--- config.mk ---
export PLATFORM = sky130hd
export DESIGN_NAME = iccm_ram_arbiter
export DESIGN_NICKNAME = d
export VERILOG_FILES = /design/src/rtl/iccm_ram_arbiter.sv
export SDC_FILE = /design/constraint.sdc
export NUM_CORES = 1
export LEC_CHECK = 0
export ABC_AREA = 1
export CORE_AREA = 2 2 95 97
export CTS_BUF_LIST = sky130_fd_sc_hd__clkbuf_8
export DETAILED_ROUTE_END_ITERATION = 10
export DIE_AREA = 0 0 97 99
export PLACE_DENSITY = 0.66
export SYNTH_ARGS = -nofsm -noshare
export SYNTH_HDL_FRONTEND = slang
export SYNTH_SLANG_ARGS = --single-unit
--- constraint.sdc ---
create_clock -name clk_i -period 2.7 [get_ports clk_i]
set_input_delay 0.27 -clock clk_i [delete_from_list [all_inputs] [get_ports clk_i]]
set_output_delay 0.27 -clock clk_i [all_outputs]
set_load 0.05 [all_outputs]
--- src/rtl/iccm_ram_arbiter.sv ---
// iccm_ram_arbiter
// ----------------
// Two-master arbiter in front of a single-port DFFRAM holding the ICCM.
// The program loader (write-only) normally has priority. The core wins
// after MAX_WAIT consecutive stalled cycles, but only for one cycle.
// Grants are combinational. Read data comes straight from the RAM one
// cycle after a granted core read.
//
// Optional feature (macro RAM_ARB_PERF_EN): a saturating 16-bit counter
// of cycles in which both masters request. When the macro is undefined
// the counter output is tied to zero.
//
// Valid/ready semantics: a master holds *_req_i and its payload stable
// until it sees *_gnt_o high. A transfer happens in a cycle where both
// req and gnt are high. core_rvalid_o is a one-cycle pulse with no
// back-pressure.
//
// Ports
//   clk_i, rst_ni        : clock, asynchronous active-low reset
//   core_*_i / core_*_o  : core request, grant, read response
//   prog_*_i / prog_gnt_o: program-loader write port and grant
//   ram_*_o / ram_do_i   : DFFRAM macro interface (ram_we_o = byte enables)
//   conflict_cnt_o       : count of cycles with both masters requesting
//   prio_state_o         : debug view of the priority FSM (0=PROG, 1=CORE)
module iccm_ram_arbiter #(
    parameter int AW       = 8,
    parameter int MAX_WAIT = 4
) (
    input  logic          clk_i,
    input  logic          rst_ni,
    input  logic          core_req_i,
    input  logic          core_we_i,
    input  logic [AW-1:0] core_addr_i,
    input  logic [31:0]   core_wdata_i,
    input  logic [31:0]   core_wmask_i,
    output logic          core_gnt_o,
    output logic [31:0]   core_rdata_o,
    output logic          core_rvalid_o,
    input  logic          prog_req_i,
    input  logic [AW-1:0] prog_addr_i,
    input  logic [31:0]   prog_wdata_i,
    output logic          prog_gnt_o,
    output logic          ram_en_o,
    output logic [3:0]    ram_we_o,
    output logic [AW-1:0] ram_a_o,
    output logic [31:0]   ram_di_o,
    input  logic [31:0]   ram_do_i,
    output logic [15:0]   conflict_cnt_o,
    output logic          prio_state_o
);

    typedef enum logic {
        PRIO_PROG = 1'b0,
        PRIO_CORE = 1'b1
    } prio_e;

    localparam logic [3:0] WAIT_LAST = 4'(MAX_WAIT - 1);

    prio_e      state_q, state_d;
    logic [3:0] wait_q, wait_d;
    logic       rvalid_q, rvalid_d;
    logic       core_stall;

    // State register
    always_ff @(posedge clk_i or negedge rst_ni) begin
        if (!rst_ni) begin
            state_q  <= PRIO_PROG;
            wait_q   <= 4'd0;
            rvalid_q <= 1'b0;
        end else begin
            state_q  <= state_d;
            wait_q   <= wait_d;
            rvalid_q <= rvalid_d;
        end
    end

    // Next-state logic
    assign core_stall = core_req_i && !core_gnt_o;

    always_comb begin
        state_d = state_q;
        unique case (state_q)
            PRIO_PROG: if (core_stall && (wait_q == WAIT_LAST)) state_d = PRIO_CORE;
            PRIO_CORE: state_d = PRIO_PROG;  // core priority lasts one cycle
            default:   state_d = PRIO_PROG;
        endcase
    end

    // Any cycle where the core does not stall restarts the starvation count
    assign wait_d   = core_stall ? (wait_q + 4'd1) : 4'd0;
    assign rvalid_d = core_gnt_o && !core_we_i;

    // Output logic: grants and RAM muxing
    always_comb begin
        core_gnt_o = 1'b0;
        prog_gnt_o = 1'b0;
        if (state_q == PRIO_CORE) begin
            if (core_req_i)      core_gnt_o = 1'b1;
            else if (prog_req_i) prog_gnt_o = 1'b1;
        end else begin
            if (prog_req_i)      prog_gnt_o = 1'b1;
            else if (core_req_i) core_gnt_o = 1'b1;
        end

        ram_en_o = 1'b0;
        ram_we_o = 4'h0;
        ram_a_o  = '0;
        ram_di_o = 32'h0;
        if (prog_gnt_o) begin
            ram_en_o = 1'b1;
            ram_we_o = 4'hF;
            ram_a_o  = prog_addr_i;
            ram_di_o = prog_wdata_i;
        end else if (core_gnt_o) begin
            ram_en_o = 1'b1;
            ram_a_o  = core_addr_i;
            ram_di_o = core_wdata_i;
            // A byte is written if any bit of its mask lane is set
            for (int i = 0; i < 4; i++) begin
                ram_we_o[i] = core_we_i && (|core_wmask_i[8*i +: 8]);
            end
        end
    end

    assign core_rvalid_o = rvalid_q;
    assign core_rdata_o  = ram_do_i;
    assign prio_state_o  = state_q;

`ifdef RAM_ARB_PERF_EN
    logic [15:0] conflict_cnt_q;

    always_ff @(posedge clk_i or negedge rst_ni) begin
        if (!rst_ni) begin
            conflict_cnt_q <= 16'h0;
        end else if (prog_req_i && core_req_i && (conflict_cnt_q != 16'hFFFF)) begin
            conflict_cnt_q <= conflict_cnt_q + 16'd1;
        end
    end

    assign conflict_cnt_o = conflict_cnt_q;
`else
    assign conflict_cnt_o = 16'h0;
`endif

endmodule
Word level (Yosys, flattened, before mapping):

Cells that the tools add are included.

* memory bits (writable): 0
* register bits after elaboration: 6
* ROM bits: 0
* memories kept: 0
* output and inout port bits: 97
* latch bits: 0

* $lt $le $gt $ge: 0
* add/subtract/negate cells: 1
* reductions and logical operators: 13
* $mul: 0
* bitwise logic cells: 1
* equality and inequality tests: 1
* muxes and demuxes: 17
* shifts and indexed selects: 0
* divide/modulo/power cells: 0

Operators with widths (number)
* two-way mux 32 bit: 2
* OR reduction 8 bit: 4
* two-way mux 8 bit: 2
* two-way mux 4 bit: 3
* two-way mux 1 bit: 9
* logical AND 1 bit: 7
* adder 4 x 1 -> 4 bit (second input constant): 1
* == test 4 x 2 -> 1 bit (second input constant): 1
* zero test 1 bit: 2
* case mux 1 bit (2 select lines): 1
* inverter 1 bit: 1

Logic depth before layout (Yosys ltp):

Gate-level depths: netlist of run 1.

* depth in word-level cells: 8
* gate-level depth with buffers: 7
* depth with buffers taken out: 6

Worst setup path after synthesis of run 1:

Ideal clock, no wire load.

* kind: register -> output
* start point: register state_q (netlist: prio_state_o)
* end point: output port ram_a_o[0]
* setup slack: 0.793 ns
* arrival: 1.637 ns
* cell stages (with the launch flop): 8
* data required time: 2.430 ns
* path through: dfrtp_1 inv_2 nand2_1 nand2_1 inv_2 buf_4 nand2_1 nand2_1

* word-level cells in the longest chain between the ends: 3
* elaborated cells on any way between the ends: 4
* those cells by class: mux (4)

Ends and longest elaborated chain
* from (decl): line 59 `prio_e state_q, state_d;`
* from (signal assigned): line 71 `state_q <= state_d;`
* two-way mux 1 bit: line 97 `if (state_q == PRIO_CORE) begin`
* named net core_gnt_o: line 36 `output logic core_gnt_o,`
* two-way mux 8 bit: line 114 `end else if (core_gnt_o) begin`
* two-way mux 8 bit: line 109 `if (prog_gnt_o) begin`
* to (decl): line 45 `output logic [AW-1:0] ram_a_o,`

The timed path passes the listed nets, and every way through them passes these cells.

Worst setup path after layout of run 1:

* start point: input port prog_req_i
* end point: output port ram_di_o[0]

* word-level cells in the longest chain between the ends: 4
* elaborated cells on any way between the ends: 7
* those cells by class: mux (7)

Ends and longest elaborated chain
* from (decl): line 39 `input logic prog_req_i,`
* two-way mux 1 bit, on equally long branches: line 101, 99
* two-way mux 1 bit, on equally long branches: line 97, 98
* two-way mux 32 bit / two-way mux 1 bit (equally long branches): line 114, 97
* two-way mux 32 bit *: line 109
* to (decl): line 46 `output logic [31:0] ram_di_o,`

Every way passes the cells marked *; elsewhere a longest branch is shown, timed or not.

==> out/summary.json, run 1 <==
{
  "cp_max_fo": 41,
  "ant_nets": 0,
  "r2r-end": "wait_q[2]",
  "worst-slew-pin-transition_ps": 715.8,
  "min_period_over_period_pct": 80.07,
  "detailed_route_drc_error_count": 0,
  "ios": 246,
  "detailed_place.area_mm2": 0.003256,
  "cap_violations": 0,
  "total_power_mw": 0.9699,
  "finalHoldViolations": 0,
  "cts_root_buffer": "sky130_fd_sc_hd__clkbuf_8",
  "post_synth_main_area_contributors": "sky130_fd_sc_hd__nand2_1 (41%), sky130_fd_sc_hd__buf_4 (28%), sky130_fd_sc_hd__dfrtp_1 (11%)",
  "antenna-diode-count": 0,
  "cts.clk_slew.worst_paths_ps": 30,
  "drt-wirelength-per-cell_um": 11.16,
  "clock.fmax_mhz": 462.6,
  "die_height_um": 99,
  "leakage_nw": 1.672,
  "area.growth.synth_to_final_pct": 132.6,
  "postSynthRegisterBits": 6,
  "grt_pass1_wl_um": 8935,
  "cp_cell_sequence": "clkdlybuf4s50_1 > o21ai_4 > inv_2 > nand2_1 > nand2_1 > buf_12",
  "count_of_cells_along_the_worst_register_to_register_path": 3,
  "grt-ovfl-total": 0,
  "place.detailed.hpwl_um": 5069,
  "period_needed_ps": 2162,
  "drive_above_1_share_pct": 13.65,
  "postLayoutCoreUtil_pct": 38.56,
  "path_delay_family": "buffers and inverters",
  "maximum_resistive_drop_on_vdd_mv": 0.2827,
  "max-slew-margin-rel_pct": 52.21,
  "dr.first_iter.drc_count": 17,
  "total_die_area_mm2": 0.009603,
  "gp_congestion": 0.7839,
  "grtUsageTotal_pct": 11.11,
  "reg2reg_from": "wait_q[0]",
  "worst_path_max_delay_cell": "sky130_fd_sc_hd__inv_2",
  "clock_tree_from_tritoncts": "built",
  "grt_max_degree": 42,
  "core_area_mm2": 0.008551,
  "timing_worst_setup_path_type": "in2out",
  "netlist_area_mm2": 0.001418,
  "critPathMaxStageDelay_ps": 540,
  "unrepaired_setup_endpoints_after_global_routing": "false",
  "yosys.area.top_type_share_pct": 40.51,
  "synth_top_area_cell": "sky130_fd_sc_hd__nand2_1",
  "setup_viol_count_final": 0,
  "routed-via-count": 1918,
  "fin_setup_tns_ps": 0,
  "critical_path.most_common_cell": "sky130_fd_sc_hd__nand2_1",
  "number_of_instances_in_the_synthesized_netlist": 275,
  "timing.critical_path.required_ps": 2430,
  "htreeDepth": 1,
  "worstPathArrival_ps": 1890,
  "timing_max_transition_violations_final": 0,
  "synth_sequential_area_ratio_pct": 10.59,
  "cts.sinks": 6,
  "cts-root-to-sink-buffers": 2,
  "postSynthAreaPerCell_um2": 5.155,
  "fin_skew_ps": 0.5523,
  "port_buffers": 165,
  "cts_setup_buffers": 0,
  "grt_pass1_vias": 1947,
  "hold_path_class": "in2async",
  "row_cnt": 34,
  "cts_buffers": 3,
  "drt_wl_total_um": 5701,
  "setup.worst_path.end_class": "primary output",
  "critical_path.startpoint_type": "input port",
  "post-route-cell-area_mm2": 0.003297,
  "critical_path_buf_inv_count": 3,
  "rrSetupSlack_ps": 1620,
  "layout_common_cells": "sky130_fd_sc_hd__nand2_1 (153), sky130_fd_sc_hd__clkdlybuf4s50_1 (119), sky130_fd_sc_hd__buf_12 (43)",
  "power_density_mw_per_mm2": 294.2,
  "clk-insertion-delay-late_ps": 220,
  "drt_pass1_iterations": 4,
  "detail_route.vias_per_cell": 3.753,
  "synthesis.yosys.warnings": 0,
  "holdBufCountCts": 0,
  "antenna_found_initial": 0,
  "floorplan.die.width_um": 97,
  "distinct_cell_type_count_after_synthesis": 15,
  "mostFrequentLayoutCell": "sky130_fd_sc_hd__nand2_1",
  "status": "finished clean",
  "finalNetCount": 555,
  "initial_core_util_pct": 16.58,
  "post_cts.resized_instances": 0
}
## cells in the mapped netlist
| master | count |
|---|---|
| sky130_fd_sc_hd__a21oi_1 | 1 |
| sky130_fd_sc_hd__buf_4 | 52 |
| sky130_fd_sc_hd__buf_6 | 4 |
| sky130_fd_sc_hd__conb_1 | 1 |
| sky130_fd_sc_hd__dfrtp_1 | 6 |
| sky130_fd_sc_hd__ha_1 | 1 |
| sky130_fd_sc_hd__inv_1 | 36 |
| sky130_fd_sc_hd__inv_2 | 3 |
| sky130_fd_sc_hd__nand2_1 | 153 |
| sky130_fd_sc_hd__nand3_1 | 1 |
| sky130_fd_sc_hd__nor2_1 | 13 |
| sky130_fd_sc_hd__nor3_1 | 1 |
| sky130_fd_sc_hd__o21ai_4 | 1 |
| sky130_fd_sc_hd__or2_2 | 1 |
| sky130_fd_sc_hd__xor2_1 | 1 |
## power breakdown
part	switching (mW)	internal [mW]	total [mW]
Sequential	0.00196	0.0939	0.0959
Clock	0.0361	0.0955	0.132
Combinational	0.379	0.364	0.742
Total	0.417	0.553	0.970
## how the worst max path moves through the flow
stage,endpoint,cells past startpoint,startpoint
final,ram_di_o[0],6,prog_req_i
after global routing,ram_di_o[0],7,core_req_i
after CTS,ram_di_o[0],6,prog_req_i
after detailed placement,ram_di_o[0],7,core_req_i
after global placement,ram_di_o[0],6,prog_req_i
after floorplan,ram_a_o[0],7,prio_state_o
## cells by family after synthesis
family                     after synthesis  share of synthesized area, %
and+or+nand+nor                        169                         45.10
buffers and inverters                   95                         41.04
DFF                                      6                         10.59
AOI/OAI and AO/OA                        2                         1.500
xor gates and xnor gates                 1                        0.6179
adders and majority gates                1                        0.8825
other                                    1                        0.2645
## worst register-to-register path, stage by stage, from the launching register on
cell	delay [ps]
sky130_fd_sc_hd__dfrtp_1	390
sky130_fd_sc_hd__ha_1	210
sky130_fd_sc_hd__or2_2	290
sky130_fd_sc_hd__a21oi_1	120
## sequential cells by signal (all words and copies together), names as in the netlist
register,count
prio_state_o,1
wait_q,4
core_rvalid_o,1
## routing by layer
layer	part of all wire (%)	global-route usage [%]	wire length (um)
met4	0.51	2.600	29
met5	0	1.538	0
met2	54	22.17	3083
met3	13	4.610	740
met1	32	10.34	1848
## area by class of cell
type | count | area, um2
fill | 859 | 5254
timing repair buffer | 166 | 2082
multi-input combinational | 189 | 742.0
sequential | 6 | 150.1
inverter | 39 | 146.4
tap | 108 | 135.1
clock buffer | 3 | 41.29
## metrics by stage
stage               hold WS, ps  std cells  setup WS, ps
floorplan                -25.59        290         793.3
detailed placement        454.0        508         529.2
finish                    298.3        511         538.1
global placement          443.8        508         569.2
CTS                       296.2        511         518.2
global route              321.4        511         420.1
Power figures use the tool's default switching activity.
==> inputs of run 2 (changes only) <==
CORE_AREA = 2 2 97 99   (was 2 2 95 97)
DIE_AREA = 0 0 99 101   (was 0 0 97 99)
PLACE_DENSITY = default   (was 0.66)
clock period = 2.2 ns   (was 2.7 ns; I/O delays follow)
==> run 2 against run 1 <==
Final cell count up 0.78%; final area up 1.9%; worst hold slack worse by 53 ps; count of clock-buffer cells in the layout unchanged; via count down 4.4%; first-iteration DRC count up 29%; non-clock buffer count up 1; critical path type unchanged; critical endpoint is now ram_di_o[21].
==> out/summary.json, run 2 (synthesis gave the netlist of run 1 again) <==
{
  "status": "finished clean",
  "clock.fmax_mhz": 558.3,
  "grt_pass1_vias": {"value": 1777, "change": "-8.7%"},
  "hold_path_class": "in2async",
  "fin_setup_tns": {"value": 0, "unit": "ps", "change": "unchanged"},
  "row_cnt": {"value": 35, "change": "+2.9%"},
  "area.growth.synth_to_final_pct": 136.9,
  "post_cts.resized_instances": {"value": 0, "change": "unchanged"},
  "grt_pass1_wl": {"value": 8666, "unit": "um", "change": "-3.0%"},
  "cts.clk_slew.worst_paths": {"value": 40, "unit": "ps", "change": "about the same"},
  "setup_viol_count_final": {"value": 0, "change": "unchanged"},
  "drt-wirelength-per-cell": {"value": 10.97, "unit": "um", "change": "-1.7%"},
  "fillCellCount": {"value": 921, "change": "+7.2%"},
  "fin_skew": {"value": 1.430, "unit": "ps", "change": "+0.8775 ps"},
  "routed-via-count": {"value": 1833, "change": "-4.4%"},
  "post-route-cell-area": {"value": 0.003358, "unit": "mm2", "change": "+1.9%"},
  "leakage": {"value": 1.697, "unit": "nW", "change": "+1.5%"},
  "drt_pass1_iterations": {"value": 4, "change": "unchanged"},
  "min_period_over_period_pct": 81.42,
  "worstPathArrival": {"value": 1570, "unit": "ps", "change": "-320 ps"},
  "cp_max_fo": {"value": 41, "change": "unchanged"},
  "worst-slew-pin-transition": {"value": 512.7, "unit": "ps", "change": "-203.2 ps"},
  "unrepaired_setup_endpoints_after_global_routing": "false",
  "layout_common_cells": "sky130_fd_sc_hd__nand2_1 (153), sky130_fd_sc_hd__clkdlybuf4s50_1 (118), sky130_fd_sc_hd__buf_12 (47)",
  "power_density": {"value": 360.6, "unit": "mW/mm2", "change": "+23%"},
  "largest-register": "wait_q",
  "place.detailed.hpwl": {"value": 4751, "unit": "um", "change": "-6.3%"},
  "clock_tree_from_tritoncts": "built",
  "cts-root-to-sink-buffers": {"value": 2, "change": "unchanged"},
  "worst_path_max_delay_cell": "sky130_fd_sc_hd__clkdlybuf4s50_1",
  "cts.sinks": {"value": 6, "change": "unchanged"},
  "htreeDepth": {"value": 1, "change": "unchanged"},
  "drive_above_1_share": {"value": 14.11, "unit": "%", "change": "+0.46 points"},
  "clk-insertion-delay-late": {"value": 220, "unit": "ps", "change": "about the same"},
  "critical_path.most_common_cell": "sky130_fd_sc_hd__nand2_1",
  "timing_max_transition_violations_final": {"value": 0, "change": "unchanged"},
  "ios": {"value": 246, "change": "unchanged"},
  "critPathMaxStageDelay": {"value": 440, "unit": "ps", "change": "-100 ps"},
  "finalNetCount": {"value": 556, "change": "+0.18%"},
  "period_needed_ps": 1791,
  "initial_core_util": {"value": 15.79, "unit": "%", "change": "-0.79 points"},
  "cts_buffers": {"value": 3, "change": "unchanged"},
  "cap_violations": {"value": 0, "change": "unchanged"},
  "detailed_route_drc_error_count": {"value": 0, "change": "unchanged"},
  "port_buffers": {"value": 165, "change": "unchanged"},
  "drt_wl_total": {"value": 5647, "unit": "um", "change": "-0.95%"},
  "grtUsageTotal": {"value": 10.59, "unit": "%", "change": "-0.53 points"},
  "holdBufCountCts": {"value": 0, "change": "unchanged"},
  "setup.worst_path.end_class": "primary output",
  "timing.critical_path.required": {"value": 1980, "unit": "ps", "change": "-450 ps"},
  "maximum_resistive_drop_on_vdd": {"value": 0.3901, "unit": "mV", "change": "+38%"},
  "cp_cell_sequence": "clkdlybuf4s50_1 > inv_1 > o21ai_4 > inv_4 > nand2_1 > nand2_1 > buf_12",
  "postLayoutCoreUtil": {"value": 37.41, "unit": "%", "change": "-1.1 points"},
  "floorplan.die.width": {"value": 99, "unit": "um", "change": "+2.1%"},
  "max_ffs_per_register": {"value": 4, "change": "unchanged"},
  "critical_path.startpoint_type": "input port",
  "total_power": {"value": 1.211, "unit": "mW", "change": "+25%"},
  "core_area": {"value": 0.008977, "unit": "mm2", "change": "+5.0%"},
  "antenna_found_initial": {"value": 0, "change": "unchanged"},
  "die_height": {"value": 101, "unit": "um", "change": "+2.0%"},
  "cts_root_buffer": "sky130_fd_sc_hd__clkbuf_8",
  "detailed_place.area": {"value": 0.003314, "unit": "mm2", "change": "+1.8%"},
  "antenna-diode-count": {"value": 0, "change": "unchanged"},
  "finalHoldViolations": {"value": 0, "change": "unchanged"},
  "dr.first_iter.drc_count": {"value": 22, "change": "+5"},
  "total_die_area": {"value": 0.009999, "unit": "mm2", "change": "+4.1%"},
  "timing_worst_setup_path_type": "in2out",
  "grt-ovfl-total": {"value": 0, "change": "unchanged"},
  "gp_congestion": {"value": 0.8179, "change": "+4.3%"},
  "detail_route.vias_per_cell": {"value": 3.559, "change": "-5.2%"},
  "grt_max_degree": {"value": 42, "change": "unchanged"},
  "count_of_cells_along_the_worst_register_to_register_path": {"value": 3, "change": "unchanged"},
  "ant_nets": {"value": 0, "change": "unchanged"},
  "cts_setup_buffers": {"value": 0, "change": "unchanged"},
  "mostFrequentLayoutCell": "sky130_fd_sc_hd__nand2_1",
  "max-slew-margin-rel": {"value": 65.71, "unit": "%", "change": "+14 points"}
}
[run 2: changes by cell type in the layout (fill, tap and decap cells not counted)]
cell,before,now
sky130_fd_sc_hd__inv_2,3,2
sky130_fd_sc_hd__buf_4,4,2
sky130_fd_sc_hd__inv_4,0,1
sky130_fd_sc_hd__buf_12,43,47
sky130_fd_sc_hd__clkdlybuf4s50_1,119,118
[run 2: report_power, final]
| part | internal, mW | switching [mW] |
|---|---|---|
| sequential | 0.115 | 0.00244 |
| combinational | 0.460 | 0.470 |
| clock | 0.117 | 0.0464 |
| total | 0.692 | 0.519 |
[run 2: stage by stage]
stage | setup slack (ps) | hold WS, ps | std cells
6_report | 408.8 | 245.4 | 515
4_1_cts | 134.3 | 250.8 | 515
3_5_place_dp | 136.6 | 440.3 | 512
5_1_grt | 244.5 | 265.6 | 515
3_3_place_gp | 172.2 | 440.3 | 512
2_1_floorplan | 343.3 | -75.59 | 290
[run 2: cell type report]
type,count,area [um2],share of cell area [%]
Inverter,39,148.9,4.434
Sequential cell,6,150.1,4.471
Tap cell,111,138.9,4.136
Multi-Input combinational cell,189,742.0,22.09
Timing Repair Buffer,167,2137,63.64
Clock buffer,3,41.29,1.230
[run 2: worst paths after layout]
path	from	slack (ps)	endpoint
worst max-delay path	core_req_i	410	ram_di_o[21]
worst min-delay path	rst_ni	250	prio_state_o
worst max register to register	wait_q[0]	1070	wait_q[2]
worst min register to register	wait_q[3]	450	prio_state_o
max in group asynchronous	rst_ni	1740	wait_q[2]
min in group clk_i	ram_do_i[10]	440	core_rdata_o[10]
[run 2: routing by layer]
| metal | share of wire [%] | global-route usage (%) | vias to the layer above |
|---|---|---|---|
| li1 | - | - | 978 |
| met1 | 35 | 11.48 | 770 |
| met5 | 0 | 0 | - |
| met2 | 57 | 21.10 | 79 |
| met3 | 7.5 | 1.872 | 6 |
| met4 | 0.73 | 2.424 | 0 |
[run 2: critical path, delay by kind of cell]
kind                   cells  cell delay (ps)
AOI/OAI and AO/OA          1               70
and+or+nand+nor            2              250
buffers and inverters      4             1010
==> inputs of run 3 (changes only) <==
CORE_AREA = 2 2 95 97   (was 2 2 97 99)
DIE_AREA = 0 0 97 99   (was 0 0 99 101)
PLACE_DENSITY = 0.69   (was default)
clock period = 1.6 ns   (was 2.2 ns; I/O delays follow)
==> run 3 against run 2 <==
Register-to-register slack worse by 740 ps; largest power group unchanged; worst hold slack worse by 64 ps; critical path depth increased by 1; die area shrank 4.0%; clock power increased by 47%; setup slack worse by 380 ps; power is 45% higher; non-clock buffer count rose by 9; largest cell class unchanged; sequential share of layout area decreased by 0.26 points.
==> out/summary.json, run 3 (synthesis gave the netlist of run 1 again) <==
{
  "status": "finished clean",
  "timing_worst_setup_path_type": "reg2out",
  "area_of_the_multi_input_gates": {"value": 832.0, "unit": "um2", "change": "+12%"},
  "largest-register": "wait_q",
  "cp_max_fo": {"value": 7, "change": "-83%"},
  "drive_above_1_share": {"value": 24.88, "unit": "%", "change": "+11 points"},
  "place.detailed.hpwl": {"value": 5287, "unit": "um", "change": "+11%"},
  "port_buffers": {"value": 165, "change": "unchanged"},
  "critical_path_buf_inv_count": {"value": 4, "change": "unchanged"},
  "grt_pass1_wl": {"value": 9370, "unit": "um", "change": "+8.1%"},
  "timing.critical_path.required": {"value": 1440, "unit": "ps", "change": "-540 ps"},
  "min_period_over_period_pct": 97.96,
  "grt_pass1_vias": {"value": 1917, "change": "+7.9%"},
  "worstPathArrival": {"value": 1410, "unit": "ps", "change": "-160 ps"},
  "worst_path_max_delay_cell": "sky130_fd_sc_hd__dfrtp_2",
  "area.growth.synth_to_final_pct": 153.8,
  "ant_nets": {"value": 0, "change": "unchanged"},
  "routed-via-count": {"value": 1984, "change": "+8.2%"},
  "fin_setup_tns": {"value": 0, "unit": "ps", "change": "unchanged"},
  "r2r-end": "prio_state_o",
  "critPathMaxStageDelay": {"value": 400, "unit": "ps", "change": "-40 ps"},
  "critical_path.most_common_cell": "sky130_fd_sc_hd__nand2_2",
  "htreeDepth": {"value": 1, "change": "unchanged"},
  "initial_core_util": {"value": 16.58, "unit": "%", "change": "+0.79 points"},
  "max_ffs_per_register": {"value": 4, "change": "unchanged"},
  "critical_path.startpoint_type": "flip-flop",
  "seq_area": {"value": 151.4, "unit": "um2", "change": "+0.83%"},
  "row_cnt": {"value": 34, "change": "-2.9%"},
  "clock.fmax_mhz": 638.0,
  "worst_setup_path_startpoint": "prio_state_o",
  "setup_viol_count_final": {"value": 0, "change": "unchanged"},
  "cap_violations": {"value": 0, "change": "unchanged"},
  "cp_cell_sequence": "inv_2 > nand2_2 > nand2_4 > inv_8 > clkbuf_16 > nand2_1 > nand2_2 > buf_12",
  "maximum_resistive_drop_on_vdd": {"value": 0.2978, "unit": "mV", "change": "-24%"},
  "die_height": {"value": 99, "unit": "um", "change": "-2.0%"},
  "dr.first_iter.drc_count": {"value": 28, "change": "+27%"},
  "detail_route.vias_per_cell": {"value": 3.801, "change": "+6.8%"},
  "mostFrequentLayoutCell": "sky130_fd_sc_hd__nand2_1",
  "grt-ovfl-total": {"value": 0, "change": "unchanged"},
  "cts_buffers": {"value": 3, "change": "unchanged"},
  "stdcell_count": {"value": 522, "change": "+1.4%"},
  "floorplan.die.width": {"value": 97, "unit": "um", "change": "-2.0%"},
  "antenna-diode-count": {"value": 0, "change": "unchanged"},
  "holdBufCountCts": {"value": 0, "change": "unchanged"},
  "detailed_place.area": {"value": 0.003385, "unit": "mm2", "change": "+2.1%"},
  "critical_path_stages": {"value": 8, "change": "+1"},
  "cts-root-to-sink-buffers": {"value": 2, "change": "unchanged"},
  "drt_pass1_iterations": {"value": 4, "change": "unchanged"},
  "period_needed_ps": 1567,
  "timing_max_transition_violations_final": {"value": 0, "change": "unchanged"},
  "hold_path_class": "in2async",
  "total_die_area": {"value": 0.009603, "unit": "mm2", "change": "-4.0%"},
  "place.detailed.instances": {"value": 513, "change": "+0.20%"},
  "reg2reg_from": "prio_state_o",
  "finalWorstSetupSlack": {"value": 32.68, "unit": "ps", "change": "-376.1 ps"},
  "dpl_worst_slack": {"value": -29.78, "unit": "ps", "change": "-166.4 ps"},
  "detailed_route_drc_error_count": {"value": 0, "change": "unchanged"},
  "cts.clk_slew.worst_paths": {"value": 40, "unit": "ps", "change": "about the same"},
  "fin_skew": {"value": 4.086, "unit": "ps", "change": "+2.656 ps"},
  "unrepaired_setup_endpoints_after_global_routing": "true",
  "layout_common_cells": "sky130_fd_sc_hd__nand2_1 (120), sky130_fd_sc_hd__clkdlybuf4s50_1 (114), sky130_fd_sc_hd__buf_12 (49)",
  "finalNetCount": {"value": 565, "change": "+1.6%"},
  "rrSetupSlack": {"value": 330, "unit": "ps", "change": "-740 ps"},
  "cts.sinks": {"value": 6, "change": "unchanged"},
  "clock_tree_from_tritoncts": "built",
  "grt_max_degree": {"value": 37, "change": "-12%"},
  "post-route-cell-area": {"value": 0.003597, "unit": "mm2", "change": "+7.1%"},
  "gp_congestion": {"value": 0.8135, "change": "-0.54%"},
  "crit_end": "ram_di_o[9]",
  "core_area": {"value": 0.008551, "unit": "mm2", "change": "-4.8%"},
  "antenna_found_initial": {"value": 0, "change": "unchanged"},
  "cts_root_buffer": "sky130_fd_sc_hd__clkbuf_8",
  "count_of_cells_along_the_worst_register_to_register_path": {"value": 7, "change": "+4"},
  "path_delay_family": "buffers and inverters",
  "ios": {"value": 246, "change": "unchanged"},
  "drt_wl_total": {"value": 6620, "unit": "um", "change": "+17%"},
  "fillCellCount": {"value": 836, "change": "-9.2%"},
  "drt-wirelength-per-cell": {"value": 12.68, "unit": "um", "change": "+16%"},
  "finalHoldViolations": {"value": 0, "change": "unchanged"},
  "clk-insertion-delay-late": {"value": 230, "unit": "ps", "change": "about the same"},
  "power_density": {"value": 489.1, "unit": "mW/mm2", "change": "+36%"},
  "grtUsageTotal": {"value": 11.97, "unit": "%", "change": "+1.4 points"},
  "setup.worst_path.end_class": "primary output",
  "leakage": {"value": 1.785, "unit": "nW", "change": "+5.2%"}
}
[run 3: changes by cell type in the layout (fill, tap and decap cells not counted), moves of 4 or more]
cell                              change
sky130_fd_sc_hd__nand2_1             -33
sky130_fd_sc_hd__buf_4                +6
sky130_fd_sc_hd__clkdlybuf4s50_1      -4
sky130_fd_sc_hd__nand2_2             +32
[run 3: worst reg2reg max path, cell delays in order, from the launching register on]
cell and delay [ps]:
sky130_fd_sc_hd__dfrtp_2 400, sky130_fd_sc_hd__inv_2 80, sky130_fd_sc_hd__nand2_2 70, sky130_fd_sc_hd__nand2_4 100, sky130_fd_sc_hd__buf_4 120, sky130_fd_sc_hd__buf_4 100, sky130_fd_sc_hd__nand2_1 110, sky130_fd_sc_hd__nor3_1 190
[run 3: layout make-up]
class | count | area share, %
clock buffer | 3 | 1.148
clock inverter | 1 | 0.1043
inverter | 39 | 4.348
multi-input combinational | 189 | 23.13
sequential | 6 | 4.209
tap | 108 | 3.757
timing repair buffer | 176 | 63.30
[run 3: timing repair]
item                       CTS  global route
buffers inserted             0             2
gates cloned                 1             2
resized for setup            8            25
hold endpoints to repair     0             0
setup endpoints to repair   27            44
[run 3: metal layers]
metal	track usage (%)	up-vias	part of all wire (%)
li1	-	998	-
met1	12.03	844	35
met2	23.40	131	54
met3	3.901	11	9.3
met4	3.250	0	1.5
met5	1.026	-	0
[run 3: worst min-delay path by stage]
stage	startpoint	end	slack [ps]
detailed placement	ram_do_i[19]	core_rdata_o[19]	320
floorplan	rst_ni	core_rvalid_o	-140
finish	rst_ni	wait_q[2]	180
global route	rst_ni	wait_q[2]	200
CTS	rst_ni	wait_q[2]	180
global placement	ram_do_i[19]	core_rdata_o[19]	320
[run 3: power breakdown]
part	total [mW]	leakage, nW	switching (mW)	internal (mW)
registers	0.162	0.0798	0.00394	0.158
clock network	0.241	0.0269	0.0755	0.166
logic	1.36	1.68	0.678	0.678
[run 3: stage by stage]
step | hold WS (ps) | utilization [%] | power, mW
global route | 195.9 | 42.07 | 1.832
CTS | 181.1 | 40.55 | 1.734
detailed placement | 320.3 | 39.58 | 1.471
global placement | 320.3 | 39.58 | 1.462
floorplan | -135.6 | - | 0.9807
finish | 181.8 | 42.07 | 1.759
